`src/rtl/dogruluk_tarayici_if.sv`:
```
// Bundle of the scan control/status signals and the function-under-test
// vector/sample lines used by dogruluk_tarayici.
//   master: the side that issues start/hold and supplies OUT_S/OUT_E
//   slave : the scanner itself (drives A..D and all status outputs)
interface dogruluk_tarayici_if;
    logic        start;
    logic        hold;
    logic        OUT_S;
    logic        OUT_E;
    logic        A;
    logic        B;
    logic        C;
    logic        D;
    logic        busy;
    logic        done;
    logic        pass;
    logic        result_valid;
    logic [4:0]  mismatch_cnt;
    logic [3:0]  first_fail;
    logic [15:0] truth_tbl;

    modport master (
        output start, hold, OUT_S, OUT_E,
        input  A, B, C, D, busy, done, pass, result_valid,
               mismatch_cnt, first_fail, truth_tbl
    );

    modport slave (
        input  start, hold, OUT_S, OUT_E,
        output A, B, C, D, busy, done, pass, result_valid,
               mismatch_cnt, first_fail, truth_tbl
    );
endinterface

```
`src/rtl/dogruluk_tarayici.sv`:
```
// dogruluk_tarayici: exhaustive truth-table scanner. Steps {A,B,C,D} through
// all 16 vectors, waits SETTLE_CYC cycles per vector, then samples the
// simplified-form (OUT_S) and expanded-form (OUT_E) outputs. Records the
// OUT_S truth table, counts disagreeing vectors and remembers the first one.
//
// Ports:
//   clk    - rising-edge clock
//   rst_n  - asynchronous active-low reset, clears every output
//   bus    - dogruluk_tarayici_if.slave: start/hold in, OUT_S/OUT_E in,
//            A..D vector out, busy/done/pass/result_valid, mismatch_cnt,
//            first_fail, truth_tbl out
// Parameter:
//   SETTLE_CYC - idle cycles between driving a vector and sampling it (0..15)
// Build option:
//   SCAN_STOP_ON_FAIL_EN - when defined, the first mismatch ends the scan.
module dogruluk_tarayici #(
    parameter int unsigned SETTLE_CYC = 1
) (
    input  logic               clk,
    input  logic               rst_n,
    dogruluk_tarayici_if.slave bus
);

    typedef enum logic [1:0] {
        IDLE   = 2'd0,
        WAIT   = 2'd1,
        SAMPLE = 2'd2
    } state_t;

    // With no settle time the scanner goes straight to sampling.
    localparam state_t     FIRST_ST    = (SETTLE_CYC == 0) ? SAMPLE : WAIT;
    localparam logic [3:0] SETTLE_LAST = (SETTLE_CYC == 0) ? 4'd0 : 4'(SETTLE_CYC - 1);

    state_t      state;
    state_t      state_nxt;
    logic [3:0]  idx;
    logic [3:0]  settle_cnt;
    logic        busy_r;
    logic        done_r;
    logic        rv_r;
    logic [4:0]  mcnt;
    logic [3:0]  ff_idx;
    logic [15:0] tbl;

    logic        accept;
    logic        capture;
    logic        finish;
    logic        mismatch;
    logic        stop_scan;

    assign mismatch = (bus.OUT_S != bus.OUT_E);

`ifdef SCAN_STOP_ON_FAIL_EN
    assign stop_scan = mismatch;
`else
    assign stop_scan = 1'b0;
`endif

    always_ff @(posedge clk or negedge rst_n) begin
        if (!rst_n) begin
            state <= IDLE;
        end else begin
            state <= state_nxt;
        end
    end

    // hold gates every transition, so start is ignored while hold is high.
    always_comb begin
        state_nxt = state;
        accept    = 1'b0;
        capture   = 1'b0;
        finish    = 1'b0;
        if (!bus.hold) begin
            case (state)
                IDLE: begin
                    if (bus.start) begin
                        accept    = 1'b1;
                        state_nxt = FIRST_ST;
                    end
                end
                WAIT: begin
                    if (settle_cnt == SETTLE_LAST) begin
                        state_nxt = SAMPLE;
                    end
                end
                SAMPLE: begin
                    capture = 1'b1;
                    if ((idx == 4'd15) || stop_scan) begin
                        finish    = 1'b1;
                        state_nxt = IDLE;
                    end else begin
                        state_nxt = FIRST_ST;
                    end
                end
                default: state_nxt = IDLE;
            endcase
        end
    end

    // Datapath freezes entirely under hold, done included.
    always_ff @(posedge clk or negedge rst_n) begin
        if (!rst_n) begin
            idx        <= '0;
            settle_cnt <= '0;
            busy_r     <= 1'b0;
            done_r     <= 1'b0;
            rv_r       <= 1'b0;
            mcnt       <= '0;
            ff_idx     <= '0;
            tbl        <= '0;
        end else if (!bus.hold) begin
            done_r <= finish;
            if (accept) begin
                idx        <= '0;
                settle_cnt <= '0;
                busy_r     <= 1'b1;
                rv_r       <= 1'b0;
                mcnt       <= '0;
                ff_idx     <= '0;
                tbl        <= '0;
            end
            if (state == WAIT) begin
                settle_cnt <= (settle_cnt == SETTLE_LAST) ? 4'd0 : settle_cnt + 4'd1;
            end
            if (capture) begin
                tbl[idx] <= bus.OUT_S;
                if (mismatch) begin
                    mcnt <= mcnt + 5'd1;
                    if (mcnt == 5'd0) begin
                        ff_idx <= idx;
                    end
                end
                if (finish) begin
                    rv_r   <= 1'b1;
                    busy_r <= 1'b0;
                end else begin
                    idx        <= idx + 4'd1;
                    settle_cnt <= '0;
                end
            end
        end
    end

    assign bus.A            = idx[3];
    assign bus.B            = idx[2];
    assign bus.C            = idx[1];
    assign bus.D            = idx[0];
    assign bus.busy         = busy_r;
    assign bus.done         = done_r;
    assign bus.result_valid = rv_r;
    assign bus.pass         = rv_r && (mcnt == 5'd0);
    assign bus.mismatch_cnt = mcnt;
    assign bus.first_fail   = ff_idx;
    assign bus.truth_tbl    = tbl;

endmodule

```
`src/flat_wrapper.sv`:
```
// flat-port wrapper written by rule: the top's interface ports become plain ports
module dogruluk_tarayici_flat 
#(
    parameter int unsigned SETTLE_CYC = 1
)
  (clk, rst_n, bus_start, bus_hold, bus_OUT_S, bus_OUT_E, bus_A, bus_B, bus_C, bus_D, bus_busy, bus_done, bus_pass, bus_result_valid, bus_mismatch_cnt, bus_first_fail, bus_truth_tbl);
  dogruluk_tarayici_if bus_i ();
  input  logic clk;
  input  logic rst_n;
  input wire logic [$bits(bus_i.start)-1:0] bus_start;
  input wire logic [$bits(bus_i.hold)-1:0] bus_hold;
  input wire logic [$bits(bus_i.OUT_S)-1:0] bus_OUT_S;
  input wire logic [$bits(bus_i.OUT_E)-1:0] bus_OUT_E;
  output wire logic [$bits(bus_i.A)-1:0] bus_A;
  output wire logic [$bits(bus_i.B)-1:0] bus_B;
  output wire logic [$bits(bus_i.C)-1:0] bus_C;
  output wire logic [$bits(bus_i.D)-1:0] bus_D;
  output wire logic [$bits(bus_i.busy)-1:0] bus_busy;
  output wire logic [$bits(bus_i.done)-1:0] bus_done;
  output wire logic [$bits(bus_i.pass)-1:0] bus_pass;
  output wire logic [$bits(bus_i.result_valid)-1:0] bus_result_valid;
  output wire logic [$bits(bus_i.mismatch_cnt)-1:0] bus_mismatch_cnt;
  output wire logic [$bits(bus_i.first_fail)-1:0] bus_first_fail;
  output wire logic [$bits(bus_i.truth_tbl)-1:0] bus_truth_tbl;
  assign bus_i.start = bus_start;
  assign bus_i.hold = bus_hold;
  assign bus_i.OUT_S = bus_OUT_S;
  assign bus_i.OUT_E = bus_OUT_E;
  assign bus_A = bus_i.A;
  assign bus_B = bus_i.B;
  assign bus_C = bus_i.C;
  assign bus_D = bus_i.D;
  assign bus_busy = bus_i.busy;
  assign bus_done = bus_i.done;
  assign bus_pass = bus_i.pass;
  assign bus_result_valid = bus_i.result_valid;
  assign bus_mismatch_cnt = bus_i.mismatch_cnt;
  assign bus_first_fail = bus_i.first_fail;
  assign bus_truth_tbl = bus_i.truth_tbl;
  dogruluk_tarayici #(.SETTLE_CYC(SETTLE_CYC)) u_core (.clk(clk), .rst_n(rst_n), .bus(bus_i));
endmodule
```
`config.mk`:
```
export PLATFORM = sky130hd
export DESIGN_NAME = dogruluk_tarayici_flat
export DESIGN_NICKNAME = d
export VERILOG_FILES = /design/src/rtl/dogruluk_tarayici_if.sv /design/src/rtl/dogruluk_tarayici.sv /design/src/flat_wrapper.sv
export SDC_FILE = /design/constraint.sdc
export NUM_CORES = 1
export LEC_CHECK = 0
export BUFFER_PORTS_ARGS = -buffer_cell sky130_fd_sc_hd__buf_2
export CORE_UTILIZATION = 54
export CTS_CLUSTER_DIAMETER = 60
export DETAILED_ROUTE_END_ITERATION = 12
export PLACE_DENSITY = 0.88
export SETUP_SLACK_MARGIN = 0.02
export SYNTH_ARGS = -nofsm -noshare
export SYNTH_HDL_FRONTEND = slang
export SYNTH_SLANG_ARGS = --single-unit
```
`constraint.sdc`:
```
create_clock -name clk -period 2.15 [get_ports clk]
set_clock_uncertainty 0.1 [all_clocks]
set_input_delay 0.215 -clock clk [delete_from_list [all_inputs] [get_ports clk]]
set_output_delay 0.215 -clock clk [all_outputs]
set_load 0.05 [all_outputs]
```
==> metrics.cfg, run 1 <==
[outcome]
outcome=completed

[timing]
report.final.setup_viol=0
unrepaired_setup_endpoints_after_global_routing=no
final.min_clock_period_ns=1.984
fin_setup_tns_ns=0
finalCritPeriodShare=0.9227
drv_slew=0
transition_time_of_the_tightest_slew_check_pin_ns=0.8314
max-slew-margin-rel=0.4457
maxClockFrequency_ghz=0.5041
count_of_endpoints_failing_hold_in_the_final_timing_report=0

[clocking]
clockRootBuffer=clkbuf_8
cts.sink_count=38
clock_latency_ns=0.29
cts_made_buffers=5
tritoncts=done
clock_path_buffers=2
post-cts-setup-buffer-count=0
h_tree_levels=2
clk_pin_slew_worst_paths_ns=0.07

[layout]
fillers=305
drive_above_1_share=0.2564
finish.net_count=248
instances_no_fill=282
flow.area_growth_from_synthesis_pct=15.92
final_util=0.6547
antennaDiodeCount=0

[synth]
synth_fp_nets=209
synth_top_flop_cell=dfrtp_1
yosysWarningCount=0
synth_edf_count=0
synth_sequential_area_ratio=0.4565
synth_seq_cells=38
postSynthAreaPerCell_um2=10.68
yosysUniqueCellTypes=47
async_flop_share=1.000
postSynthCellCount=195
mappedNetlistArea_um2=2083

[floorplanning]
die_h_um=64.11
floorplan.initialDensity=0.5648
die-width_um=64.11
i_o_pin_count=39
placementRows=22
design.die.area_um2=4110
design.core.area_um2=3689

[placement]
dp_hpwl_um=3059
placedCellCount=274
port-buffer-count=38
finalWeightedCongestion=0.7843

[setup_path]
crit_path_cells=inv_1 > ha_1 > nor4b_2 > and2_1 > buf_2
critical_path.startpoint=u_core.bus.mismatch_cnt[0]
reg2reg_slack_ns=0.24
cp_data_arrival_time_ns=1.67
crit_path_max_fanout=4
critical_path.slowest_cell=dfrtp_1
critical_path_required_ns=1.84
max_stage_delay_ns=0.41
rr_startpoint=u_core.idx[0]
crit_path_start_kind=flip-flop
worst-setup-path-type=reg -> out
end_kind=primary output
reg2reg_depth=4
termination_of_the_worst_setup_path=bus_pass
reg_to_reg_end=u_core.idx[0]

[route]
m1WireLength_um=1969
dr_top_layer=met4
dr_total_vias=1693
wl_per_cell_um=16.04
drt_wl_total_um=4524
met3_length_um=271
detail_route.vias_per_cell=6.004
detail-route-antenna-nets=0
drt_first_iter_violations=169
post_detailed_route_drc_marker_count=0
first_pass_iters=4
total_length_of_routed_met2_wires_um=2227

[power]
vdd_ir_drop_max_v=0.0005960
power.share.combinational=0.398
power_report.internal_total_uw=1590
cellPowerDensity_nw_per_um2=1115
switching_share=0.4092
p_sw_uw=1102
clock_power_share=0.227
pwr-share-seq=0.375
power_leakage_uw=0.001184

[global_route]
grt_start_max_net_pins=39
grt.overflow.total=0
grtUsageTotal=0.2412
first_global_vias=1553
grt_first_pass_wirelength_um=7424
antenna_found_initial=0

[worst_hold_path]
min_path_type=in -> reg

[flow_run]
maxCapViolations=0

## registers in the layout, summed over array words and instances (netlist names), 2 cells and up
register	flops
u_core.bus.truth_tbl	16
u_core.bus.mismatch_cnt	5
u_core.bus.first_fail	4
u_core.idx	4
u_core.settle_cnt	4
u_core.state	2
## critical path: cells and delay by family, from the launching register on
family / cells / cell delay (ns)
buffers and inverters: 2 / 0.36
and+or+nand+nor: 2 / 0.45
DFF: 1 / 0.41
adders and majority gates: 1 / 0.17
## synth_stat cells (all sizes together) (3+ instances only)
| library cell | number | share of area |
|---|---|---|
| a22o | 3 | 0.013 |
| buf | 10 | 0.039 |
| clkbuf | 3 | 0.0054 |
| dfrtp | 38 | 0.46 |
| ha | 8 | 0.048 |
| inv | 10 | 0.018 |
| mux2i | 12 | 0.058 |
| nand2 | 14 | 0.025 |
| nand2b | 7 | 0.021 |
| nand3 | 9 | 0.022 |
| nand4bb | 4 | 0.022 |
| nor2 | 8 | 0.014 |
| nor2b | 4 | 0.012 |
| nor3b | 3 | 0.013 |
| o211ai | 3 | 0.011 |
| o21ai | 10 | 0.024 |
| o311ai | 10 | 0.046 |
| o31ai | 3 | 0.011 |
| o41ai | 4 | 0.017 |
## what timing repair did
item                                   in CTS  in global routing
hold buffers                                1                  0
setup endpoints to repair                   0                  1
endpoints found under the hold margin      38                  0
resized for setup                           0                  1
## power groups by stage
stage                     clock [uW]  combinational, uW  sequential (uW)
after floorplan                    0                565             1270
after global placement             0               1030             1010
after detailed placement           0               1050             1020
after CTS                        626               1060             1000
after global routing             663               1160             1030
final                            612               1070             1010
## cell usage in the layout (no fill, tap or decap), types with 3 or more instances in the layout
master and count:
mux2i_1 12, dfrtp_1 38, nand2b_1 7, o21ai_1 3, nor2_1 8, nand3_1 9
ha_1 8, a22o_1 3, o41ai_1 4, o31ai_1 3, nand2_1 14, nand4bb_1 4
clkbuf_8 6, buf_4 6, o311ai_0 4, o21ai_0 7, o311ai_1 5, buf_2 38
inv_1 10, nor2b_1 4, o211ai_1 3
## metal layers
layer  GRT usage  vias up
met5           0        -
li1            -      802
met3     0.07321        4
met2      0.3777       64
met4     0.08611        0
met1      0.3163      823
## through the flow
stage | total power [uW] | hold slack (ns) | area, um2 | worst slack, ns
2_1_floorplan | 1834 | -0.1806 | 2083 | 0.05497
3_3_place_gp | 2038 | 0.2649 | 2286 | 0.2863
3_5_place_dp | 2069 | 0.2580 | 2286 | 0.2456
4_1_cts | 2688 | 0.2055 | 2409 | 0.09186
5_1_grt | 2855 | 0.2181 | 2415 | 0.05553
6_report | 2692 | 0.2191 | 2415 | 0.1661
## worst min path at each step
stage               from                       end  cells after the start
3_5_place_dp       rst_n  u_core.bus.first_fail[3]                      1
2_1_floorplan      rst_n           u_core.bus.busy                      0
5_1_grt        bus_OUT_S   u_core.bus.truth_tbl[4]                      3
3_3_place_gp       rst_n  u_core.bus.first_fail[3]                      1
4_1_cts        bus_OUT_S   u_core.bus.truth_tbl[4]                      3
6_report       bus_OUT_S   u_core.bus.truth_tbl[4]                      3
## layout make-up
| cell class | instances | area, um2 | share of cell area |
|---|---|---|---|
| Sequential cell | 38 | 950.9 | 0.3938 |
| Clock inverter | 1 | 30.03 | 0.01244 |
| Timing Repair Buffer | 45 | 245.2 | 0.1016 |
| Clock buffer | 6 | 82.58 | 0.03420 |
| Tap cell | 48 | 60.06 | 0.02487 |
| Inverter | 11 | 41.29 | 0.01710 |
| Multi-Input combinational cell | 133 | 1005 | 0.4161 |
## cells by family (layout without fill, tap and decap cells)
| kind of cell | Yosys count | count (layout) | synth area share |
|---|---|---|---|
| DFF | 38 | 38 | 0.4565 |
| buffers and inverters | 24 | 63 | 0.06426 |
| and+or+nand+nor | 64 | 64 | 0.1838 |
| xor gates and xnor gates | 2 | 2 | 0.008410 |
| AOI/OAI and AO/OA | 45 | 45 | 0.1706 |
| adders and majority gates | 8 | 8 | 0.04805 |
| muxes | 14 | 14 | 0.06847 |
No activity file was read; power rests on OpenSTA's default activity.
==> inputs of run 2 (changes only) <==
Settings changed: CELL_PAD_IN_SITES_DETAIL_PLACEMENT from default to 1, CELL_PAD_IN_SITES_GLOBAL_PLACEMENT from default to 1, CORE_UTILIZATION 54 to 39, GPL_TIMING_DRIVEN from default to 0, PLACE_DENSITY 0.88 to 0.83.
==> run 2 against run 1 <==
First-iteration DRC count shrank 59%. Combinational power grew 7%. Clock power shrank 16%. Non-clock buffer count grew 6.
==> metrics.cfg, run 2 (same netlist as run 1, synthesis figures left out) <==
[setup_path]
worst-setup-path-type=reg -> reg
critical_path.slowest_cell=or4_4
crit_path_cells=ha_1 > and4_1 > or4_4 > mux2_2
reg2reg_slack_ns=0.18
termination_of_the_worst_setup_path=u_core.idx[0]
cp_data_arrival_time_ns=2.05
reg_to_reg_end=u_core.idx[0]
rr_startpoint=u_core.idx[0]
critical_path_required_ns=2.23
crit_path_start_kind=flip-flop
max_stage_delay_ns=0.49
end_kind=flip-flop
critical_path.startpoint=u_core.idx[0]
reg2reg_depth=4
crit_path_max_fanout=6

[worst_hold_path]
hold_path_depth=4
min_path_type=in -> reg

[floorplanning]
placementRows=26
design.die.area_um2=5638
design.core.area_um2=5140
i_o_pin_count=39
floorplan.initialDensity=0.4053
die-width_um=75.09
die_h_um=75.09

[outcome]
outcome=completed

[route]
drt_first_iter_violations=69
dr_top_layer=met4
detail_route.vias_per_cell=5.553
wl_per_cell_um=17.47
drt_wl_total_um=5432
post_detailed_route_drc_marker_count=0
total_length_of_routed_met2_wires_um=2657
dr_total_vias=1727
first_pass_iters=4
detail-route-antenna-nets=0
m1WireLength_um=2562
met3_length_um=129

[placement]
detailedPlace.worstSlack_ns=0.2206
port-buffer-count=37
dp_hpwl_um=3953
finalWeightedCongestion=0.7509
placedCellCount=302

[timing]
final.min_clock_period_ns=1.969
transition_time_of_the_tightest_slew_check_pin_ns=0.8806
finalCritPeriodShare=0.9159
fin_setup_tns_ns=0
count_of_endpoints_failing_hold_in_the_final_timing_report=0
drv_slew=0
max-slew-margin-rel=0.4129
layout_setup_ws_ns=0.1809
unrepaired_setup_endpoints_after_global_routing=no
finalHoldWorstSlack_ns=0.1822
report.final.setup_viol=0
maxClockFrequency_ghz=0.5078

[layout]
finish.net_count=254
drive_above_1_share=0.2614
instances_no_fill=311
antennaDiodeCount=0
layout_common_cells=buf_2, dfrtp_1, nand2_1, mux2i_1, inv_1
final_util=0.4793
leading_cell_type_in_the_layout_fill_and_taps_excluded=buf_2
flow.area_growth_from_synthesis_pct=18.26
largest_register_ffs=16

[power]
vdd_ir_drop_max_v=0.0006731
cellPowerDensity_nw_per_um2=1078
power_leakage_uw=0.001196

[clocking]
clockRootBuffer=clkbuf_8
clock_path_buffers=2
cts_made_buffers=5
h_tree_levels=2
clk_pin_slew_worst_paths_ns=0.07
tritoncts=done
clock_latency_ns=0.30
cts.sink_count=38

[global_route]
first_global_vias=1784
grtUsageTotal=0.2173
grt.overflow.total=0
grt_first_pass_wirelength_um=8963
antenna_found_initial=0
grt_start_max_net_pins=39

[flow_run]
maxCapViolations=0

-- run 2: cell types whose count changed in the layout (fill, tap and decap cells not counted) --
cell and change:
buf_2 +4, buf_6 +5, bufinv_16 -1, clkinv_2 +1, buf_4 -6, clkbuf_1 +4
-- run 2: through the flow --
stage / power (uW) / instance area [um2]
2_1_floorplan: 1834 / 2083
3_3_place_gp: 2100 / 2356
3_5_place_dp: 2139 / 2356
4_1_cts: 2662 / 2457
5_1_grt: 2825 / 2464
6_report: 2657 / 2464
-- run 2: report_power, final --
group	total [uW]	switching, uW	internal (uW)	leakage (uW)
registers	997	150	847	0.000510
clock network	512	253	259	0.0000482
logic	1150	752	396	0.000637
-- run 2: critical path, delay by kind of cell (launching register included) --
kind	cells	cell delay, ns
adders and majority gates	1	0.29
muxes	1	0.28
DFF	1	0.46
and+or+nand+nor	2	0.72
-- run 2: what timing repair did --
item                                    4_1_cts  5_1_grt
setup buffers                                 0        0
endpoints found under the setup margin        0        1
hold endpoints to repair                     38        0
resized for setup                             0        1
hold buffers                                  1        0
-- run 2: worst min path at each step --
| stage | startpoint | to | slack, ns |
|---|---|---|---|
| 3_5_place_dp | rst_n | u_core.bus.first_fail[3] | 0.28 |
| 6_report | bus_hold | u_core.bus.busy | 0.18 |
| 5_1_grt | bus_hold | u_core.bus.busy | 0.18 |
| 2_1_floorplan | rst_n | u_core.bus.busy | -0.18 |
| 3_3_place_gp | rst_n | u_core.bus.first_fail[3] | 0.28 |
| 4_1_cts | bus_hold | u_core.bus.busy | 0.16 |
-- run 2: cell type report --
type,instances,area [um2]
fillers,620,2676
multi-input cells,133,1005
flip-flops and latches,38,950.9
repair buffers,38,195.2
plain buffers,13,92.59
well taps,70,87.58
clock buffers,7,86.33
inverters,11,41.29
clock inverters,1,5.005
-- run 2: metal layers --
layer | up-vias | global-route usage
met5 | - | 0
met4 | 0 | 0.07757
met3 | 7 | 0.04284
met2 | 30 | 0.3504
met1 | 877 | 0.2908
li1 | 813 | -
